[config.mk]
export PLATFORM = sky130hd
export DESIGN_NAME = regfile_wb_arbiter
export DESIGN_NICKNAME = d
export VERILOG_FILES = /design/src/rtl/regfile_wb_arbiter.sv
export SDC_FILE = /design/constraint.sdc
export NUM_CORES = 1
export LEC_CHECK = 0
export ABC_AREA = 1
export ABC_CLOCK_PERIOD_IN_PS = 2700
export BUFFER_PORTS_ARGS = -buffer_cell sky130_fd_sc_hd__buf_2
export CELL_PAD_IN_SITES_DETAIL_PLACEMENT = 1
export CELL_PAD_IN_SITES_GLOBAL_PLACEMENT = 1
export CORE_MARGIN = 3
export CORE_UTILIZATION = 35
export CTS_BUF_LIST = sky130_fd_sc_hd__clkbuf_8
export CTS_CLUSTER_DIAMETER = 150
export CTS_CLUSTER_SIZE = 10
export DETAILED_ROUTE_END_ITERATION = 12
export GPL_TIMING_DRIVEN = 0
export PLACE_DENSITY_LB_ADDON = 0.1
export SETUP_SLACK_MARGIN = 0.02
export SLEW_MARGIN = 5
export SYNTH_ARGS = -nofsm -noshare
export SYNTH_HDL_FRONTEND = slang
export SYNTH_SLANG_ARGS = --single-unit
[constraint.sdc]
create_clock -name clk -period 2.7 [get_ports clk]
set_input_delay 0.405 -clock clk [delete_from_list [all_inputs] [get_ports clk]]
set_output_delay 0.405 -clock clk [all_outputs]
set_load 0.01 [all_outputs]
[src/rtl/regfile_wb_arbiter.sv]
// ---------------------------------------------------------------------------
// regfile_wb_arbiter
//   Shares the single register-file write port between two writeback
//   sources. Port A (in-order pipeline WB) has fixed priority. Port B
//   (long-latency unit) is forced through after STARVE_LIMIT consecutive
//   lost cycles. Accepted writes appear on the rf_* outputs one cycle later
//   from registers. Writes to x0 are accepted but never drive rf_we.
//
// Ports
//   clk, reset_n          clock (rising edge), async active-low reset
//   a_valid/a_addr/a_data port A request, a_ready = accepted this cycle
//   b_valid/b_addr/b_data port B request, b_ready = accepted this cycle
//   rf_we/rf_waddr/rf_wdata registered register-file write port
//   force_b               high while B is being forced (stall hint)
//
// Optional build macro REGFILE_WB_ARB_STATS_EN adds:
//   stat_clr              synchronous clear of both statistics counters
//   stat_conflicts[15:0]  saturating count of cycles with a_valid&&b_valid
//   stat_forced[15:0]     saturating count of entries into the forced state
// ---------------------------------------------------------------------------
module regfile_wb_arbiter #(
  parameter int DATA_W       = 32,
  parameter int ADDR_W       = 5,
  parameter int STARVE_LIMIT = 4
) (
  input  logic              clk,
  input  logic              reset_n,
  input  logic              a_valid,
  input  logic [ADDR_W-1:0] a_addr,
  input  logic [DATA_W-1:0] a_data,
  output logic              a_ready,
  input  logic              b_valid,
  input  logic [ADDR_W-1:0] b_addr,
  input  logic [DATA_W-1:0] b_data,
  output logic              b_ready,
  output logic              rf_we,
  output logic [ADDR_W-1:0] rf_waddr,
  output logic [DATA_W-1:0] rf_wdata,
  output logic              force_b
`ifdef REGFILE_WB_ARB_STATS_EN
  ,
  input  logic              stat_clr,
  output logic [15:0]       stat_conflicts,
  output logic [15:0]       stat_forced
`endif
);

  typedef enum logic [0:0] {
    ST_NORMAL  = 1'b0,
    ST_FORCE_B = 1'b1
  } state_e;

  // Highest value starve_cnt may hold; one more loss from here forces B.
  localparam logic [3:0] LIMIT_M1 = 4'(STARVE_LIMIT - 1);

  state_e              state_q, state_d;
  logic [3:0]          starve_cnt_q, starve_cnt_d;
  logic                rf_we_q, rf_we_d;
  logic [ADDR_W-1:0]   rf_waddr_q, rf_waddr_d;
  logic [DATA_W-1:0]   rf_wdata_q, rf_wdata_d;
  logic                force_b_q, force_b_d;

  logic                a_xfer_s;
  logic                b_xfer_s;
  logic [ADDR_W-1:0]   sel_addr_s;
  logic [DATA_W-1:0]   sel_data_s;

  // Grant decode and next-state/starvation-counter logic.
  always_comb begin
    state_d      = state_q;
    starve_cnt_d = starve_cnt_q;
    a_ready      = 1'b0;
    b_ready      = 1'b0;
    case (state_q)
      ST_NORMAL: begin
        a_ready = 1'b1;
        b_ready = !a_valid;
        if (a_valid && b_valid) begin
          // B loses this cycle.
          if (starve_cnt_q >= LIMIT_M1) begin
            state_d      = ST_FORCE_B;
            starve_cnt_d = 4'd0;
          end else begin
            starve_cnt_d = starve_cnt_q + 4'd1;
          end
        end else begin
          // B idle or granted.
          starve_cnt_d = 4'd0;
        end
      end
      ST_FORCE_B: begin
        b_ready = 1'b1;
        // Leave after one cycle whether B transferred or withdrew.
        state_d      = ST_NORMAL;
        starve_cnt_d = 4'd0;
      end
      default: begin
        state_d      = ST_NORMAL;
        starve_cnt_d = 4'd0;
      end
    endcase
  end

  // Write-port mux and next values for the registered outputs.
  always_comb begin
    a_xfer_s   = a_valid && a_ready;
    b_xfer_s   = b_valid && b_ready;
    sel_addr_s = {ADDR_W{1'b0}};
    sel_data_s = {DATA_W{1'b0}};
    if (a_xfer_s) begin
      sel_addr_s = a_addr;
      sel_data_s = a_data;
    end else if (b_xfer_s) begin
      sel_addr_s = b_addr;
      sel_data_s = b_data;
    end else begin
      sel_addr_s = {ADDR_W{1'b0}};
      sel_data_s = {DATA_W{1'b0}};
    end
    // x0 writes complete the handshake but never reach the register file.
    rf_we_d = (a_xfer_s || b_xfer_s) && (sel_addr_s != {ADDR_W{1'b0}});
    if (rf_we_d) begin
      rf_waddr_d = sel_addr_s;
      rf_wdata_d = sel_data_s;
    end else begin
      rf_waddr_d = rf_waddr_q;
      rf_wdata_d = rf_wdata_q;
    end
    force_b_d = (state_d == ST_FORCE_B);
  end

  // State, starvation counter and registered write-port outputs.
  always_ff @(posedge clk or negedge reset_n) begin
    if (!reset_n) begin
      state_q      <= ST_NORMAL;
      starve_cnt_q <= 4'd0;
      rf_we_q      <= 1'b0;
      rf_waddr_q   <= {ADDR_W{1'b0}};
      rf_wdata_q   <= {DATA_W{1'b0}};
      force_b_q    <= 1'b0;
    end else begin
      state_q      <= state_d;
      starve_cnt_q <= starve_cnt_d;
      rf_we_q      <= rf_we_d;
      rf_waddr_q   <= rf_waddr_d;
      rf_wdata_q   <= rf_wdata_d;
      force_b_q    <= force_b_d;
    end
  end

  assign rf_we    = rf_we_q;
  assign rf_waddr = rf_waddr_q;
  assign rf_wdata = rf_wdata_q;
  assign force_b  = force_b_q;

`ifdef REGFILE_WB_ARB_STATS_EN
  logic [15:0] stat_conflicts_q, stat_conflicts_d;
  logic [15:0] stat_forced_q, stat_forced_d;

  // Saturating statistics counters with synchronous clear.
  always_comb begin
    stat_conflicts_d = stat_conflicts_q;
    stat_forced_d    = stat_forced_q;
    if (stat_clr) begin
      stat_conflicts_d = 16'd0;
      stat_forced_d    = 16'd0;
    end else begin
      if (a_valid && b_valid && (stat_conflicts_q != 16'hFFFF)) begin
        stat_conflicts_d = stat_conflicts_q + 16'd1;
      end else begin
        stat_conflicts_d = stat_conflicts_q;
      end
      if ((state_q == ST_NORMAL) && (state_d == ST_FORCE_B) &&
          (stat_forced_q != 16'hFFFF)) begin
        stat_forced_d = stat_forced_q + 16'd1;
      end else begin
        stat_forced_d = stat_forced_q;
      end
    end
  end

  // Statistics registers.
  always_ff @(posedge clk or negedge reset_n) begin
    if (!reset_n) begin
      stat_conflicts_q <= 16'd0;
      stat_forced_q    <= 16'd0;
    end else begin
      stat_conflicts_q <= stat_conflicts_d;
      stat_forced_q    <= stat_forced_d;
    end
  end

  assign stat_conflicts = stat_conflicts_q;
  assign stat_forced    = stat_forced_q;
`endif

endmodule
Word level (Yosys, flattened, before mapping)
Index checks and enable logic that the tools add are counted.
{ "totals": {"reg_bits": 43, "out_inout_bits": 41, "input_bits": 78, "word_cells": 27} }
{ "op_classes": {"order_cmp": 1, "n_reduce_logical": 7, "n_bitwise": 1, "muxes": 12, "add_sub_neg": 1} }
{ "ops": {"columns": ["op", "n"], "rows": [
  ["$mux 32", 2],
  ["$mux 5", 2],
  ["$mux 4", 2],
  ["$pmux 4 s2", 1],
  ["$reduce_bool 5->1", 1],
  ["$add 4x1->4 const B", 1],
  ["$ge 4x2->1 const B", 1],
  ["$logic_and 1x1->1", 4],
  ["$pmux 1 s2", 2],
  ["$mux 1", 3],
  ["$logic_not 1->1", 1],
  ["$logic_or 1x1->1", 1],
  ["$not 1->1", 1]
]} }

Logic depth before layout (Yosys ltp)
{ "logic_depth": {"depth_word": 7, "depth_mapped": 10, "depth_no_buf": 8} }

Worst setup path before layout
OpenSTA, ideal clock, no wires.
{ "synth_path": {"kind": "reg2reg", "start": "register, netlist name force_b", "end": "register rf_wdata_q[10] (netlist: rf_wdata[10])", "path_buffers": 2, "synth_period_minus_slack_ns": 1.462, "stages_incl_launch_ff": 11, "t_arrival_ns": 1.345, "setup_slack_ns": 1.238, "cell_sequence": "dfrtp_1 > inv_2 > nand2_2 > buf_6 > nand3_2 > nand2_4 > nor2_8 > nand3_4 > buf_6 > nand2_1 > nand2_1"} }
{ "synth_lines": {"columns": ["element", "line", "source"], "rows": [
  ["to (signal assigned)", "139", "rf_wdata_q <= {DATA_W{1'b0}};"],
  ["to (signal assigned)", "146", "rf_wdata_q <= rf_wdata_d;"],
  ["to (decl)", "60", "logic [DATA_W-1:0] rf_wdata_q, rf_wdata_d;"]
]} }

==> flow_summary.ini <==
[detailed_routing]
post_drt_via_cell_ratio = 4.92
detailed_router_s_first_iteration_violation_count = 65
route.vias.total = 2512
drcViolationCount = 0
postRouteWirelength_um = 7530
drt-pass1-iter-count = 4
antenna_violating_nets_post_route = 0
routed_wirelength_normalized_by_instance_count_um = 14.7

[sta]
fin_tns_setup_ns = 0
fmaxAchievable_ghz = 0.509
max_slew.worst_pin.slew_ns = 0.969
finalMaxSlewViolations = 0
finalHoldViolations = 0
maxSlewHeadroom_pct = 35.4
setup_violating_endpoint_count_in_the_final_report = 0
clock-skew-final_ns = 0.00283
grt_setup_unrepaired = no
post-route-min-period_ns = 1.96
layout_worst_path_cycle_share_pct = 72.7

[clocking]
tritoncts.num_buffers = 5
cts_htree_levels = 2
cts_tree = built
cts_buffer_depth = 2
cts.sink_count = 43
clock_tree.root_cell = clkbuf_8
hold_buffers = 0
clk_pin_slew_worst_paths_ns = 0.08
cts_resized = 0
clkLatencyLatePin_ns = 0.29
post_cts_buffers = 0

[logic_synthesis]
yosysWarningCount = 0
synth.lib_cells_used.distinct = 24
yosys.area_share.simple_pct = 44.6
combinational_family_with_the_most_area_after_synthesis = simple AND/OR/NAND/NOR gates
synth.top_cells.by_area = dfrtp_1, nand2_1, nand4_1
synth-xor-area-share_pct = 0
postSynthAreaPerCell_sq_um = 7.78
synthesis.instances = 308
synth-seq-cells = 43
synth-compound-area-share_pct = 0
synth_seq_area_share_pct = 44.9
synth_area_sq_mm = 0.00240
post-synth-top-area-cell = dfrtp_1
synthMuxAreaShare_pct = 0
area_share_of_the_largest_cell_type_after_synthesis_pct = 44.9
post_synth_fa_ha_maj_area_fraction_pct = 0.522

[cells_and_area]
filler_instances = 870
layout-area-overhead-vs-synth_pct = 32.5
drive_above_1_share_pct = 35.5
final_area_sq_mm = 0.00317
seqCellArea_sq_mm = 0.00108
multi_input_comb_area_sq_mm = 0.00109
antenna-diode-count = 0
nets = 513

[placed_design]
io_buffers = 118
dpl.hpwl_um = 5640
post_dp_cell_area_sq_mm = 0.00309
gp_congestion = 0.757

[floorplanning]
die_width_um = 88.7
start_util_pct = 36.9
floorplan.io_pins = 119
area_of_the_core_sq_mm = 0.00649
dieArea_sq_mm = 0.00787
floorplan.die.height_um = 88.7
rows = 29

[grt]
wire_length_of_the_first_global_routing_pass_um = 12400
globalRouteTotalUtil_pct = 20.3
grt_antenna_before_repair = 0
grt_pass1_vias = 2582
grt_max_degree = 44
grt_remaining_overflow = 0

[power_and_ir_drop]
cellLeakagePower_nw = 1.86
peakVddDrop_mv = 0.145
power_density_mw_per_mm2 = 523

[setup_path]
arrival_ns = 1.56
required_ns = 2.30
worstPathBufferInverterCount = 4
worst_setup_path_start_kind = register
critPathTopFamily = buffers and inverters
slowest_stage = dfrtp_1
max_stage_delay_ns = 0.42
critPathKind = register to output pin
crit_chain = inv_2 > nand2_2 > buf_6 > clkbuf_1 > buf_2
crit_path_end_kind = output pin
critical_path_peak_fanout = 10

[worst_hold_path]
holdCritPathClass = input port to async pin

[run_status]
outcome = finished clean

[job]
number_of_violations_of_the_max_capacitance_limit = 0
[per-stage QoR]
| step | power [mW] | worst slack, ns | util [%] | hold slack (ns) | std cells |
|---|---|---|---|---|---|
| finish | 1.66 | 0.736 | 48.9 | 0.265 | 511 |
| global route | 1.79 | 0.619 | 48.9 | 0.349 | 511 |
| CTS | 1.69 | 0.726 | 48.9 | 0.291 | 511 |
| detailed placement | 1.27 | 0.979 | 47.5 | 0.435 | 504 |
| global placement | 1.26 | 0.977 | 47.5 | 0.427 | 504 |
| floorplan | 1.05 | 1.24 | - | 0.109 | 309 |
[cells in the final DEF, fill, tap and decap left out, drive strengths merged]
master | Yosys | final
conb | 1 | 2
dfrtp | 43 | 43
clkinv | 0 | 1
nor4 | 1 | 1
clkbuf | 7 | 13
buf | 18 | 136
nand4 | 37 | 37
inv | 8 | 8
ha | 1 | 1
nand2 | 146 | 146
nor2 | 8 | 8
nand3 | 38 | 38
[worst reg2reg max path, stage by stage (launching register included)]
cell and delay, ns:
dfrtp_1 0.43, inv_2 0.08, nand2_2 0.05, buf_6 0.14, nand3_2 0.08, nand2_4 0.07
nor2_8 0.19, nand3_4 0.15, buf_6 0.17, nand2_1 0.07, nand2_1 0.05
[kinds of logic (layout without fill, tap and decap cells)]
kind of cell / count (synthesis) / after routing
buffers and inverters: 33 / 158
and+or+nand+nor: 230 / 230
adders and majority gates: 1 / 1
other: 1 / 2
DFF: 43 / 43
[metal layers]
| layer | wire length (um) | vias up | global-route usage (%) |
|---|---|---|---|
| met2 | 3570 | 75 | 33.7 |
| met4 | 52 | 0 | 4.53 |
| met1 | 3420 | 1167 | 26.7 |
| met5 | 0 | - | 0 |
| li1 | - | 1265 | - |
| met3 | 490 | 5 | 4.93 |
[layout make-up]
| cell class | instances | area share [%] |
|---|---|---|
| clock inverters | 1 | 0.158 |
| inverters | 8 | 0.946 |
| well taps | 77 | 3.04 |
| clock buffers | 6 | 2.60 |
| multi-input cells | 233 | 34.3 |
| flip-flops and latches | 43 | 33.9 |
| plain buffers | 25 | 6.42 |
| repair buffers | 118 | 18.6 |
[final timing paths]
check                           startpoint              end  slack, ns  cells past startpoint
min in group clk                 a_data[6]      rf_wdata[6]       0.40                      5
max reg2reg                        force_b     rf_wdata[12]       1.11                     10
max                                force_b          b_ready       0.74                      5
min reg2reg                starve_cnt_q[0]  starve_cnt_q[0]       0.44                      1
min                                reset_n     rf_wdata[30]       0.27                      1
max in group asynchronous          reset_n      rf_wdata[6]       1.84                      1
[report_power, final]
| group | internal [mW] | switching (mW) |
|---|---|---|
| Sequential | 0.718 | 0.0412 |
| Clock | 0.201 | 0.213 |
| Combinational | 0.200 | 0.289 |
[state kept, by name, indices dropped and copies added (netlist names)]
name / count
rf_wdata: 32
rf_waddr: 5
starve_cnt_q: 4
rf_we: 1
force_b: 1
[Yosys cell counts]
library cell,count
nand3_2,2
buf_8,1
conb_1,1
nor2_2,1
buf_1,1
nor2_1,5
ha_1,1
nor2_8,1
nand3_1,35
nor2_4,1
clkbuf_1,7
nand2_1,142
nand2_2,3
buf_12,3
nand3_4,1
buf_6,5
dfrtp_1,43
buf_4,1
nand4_1,37
nor4_1,1
inv_2,2
inv_1,6
nand2_4,1
buf_2,7
(Power assumes the default switching activity.)
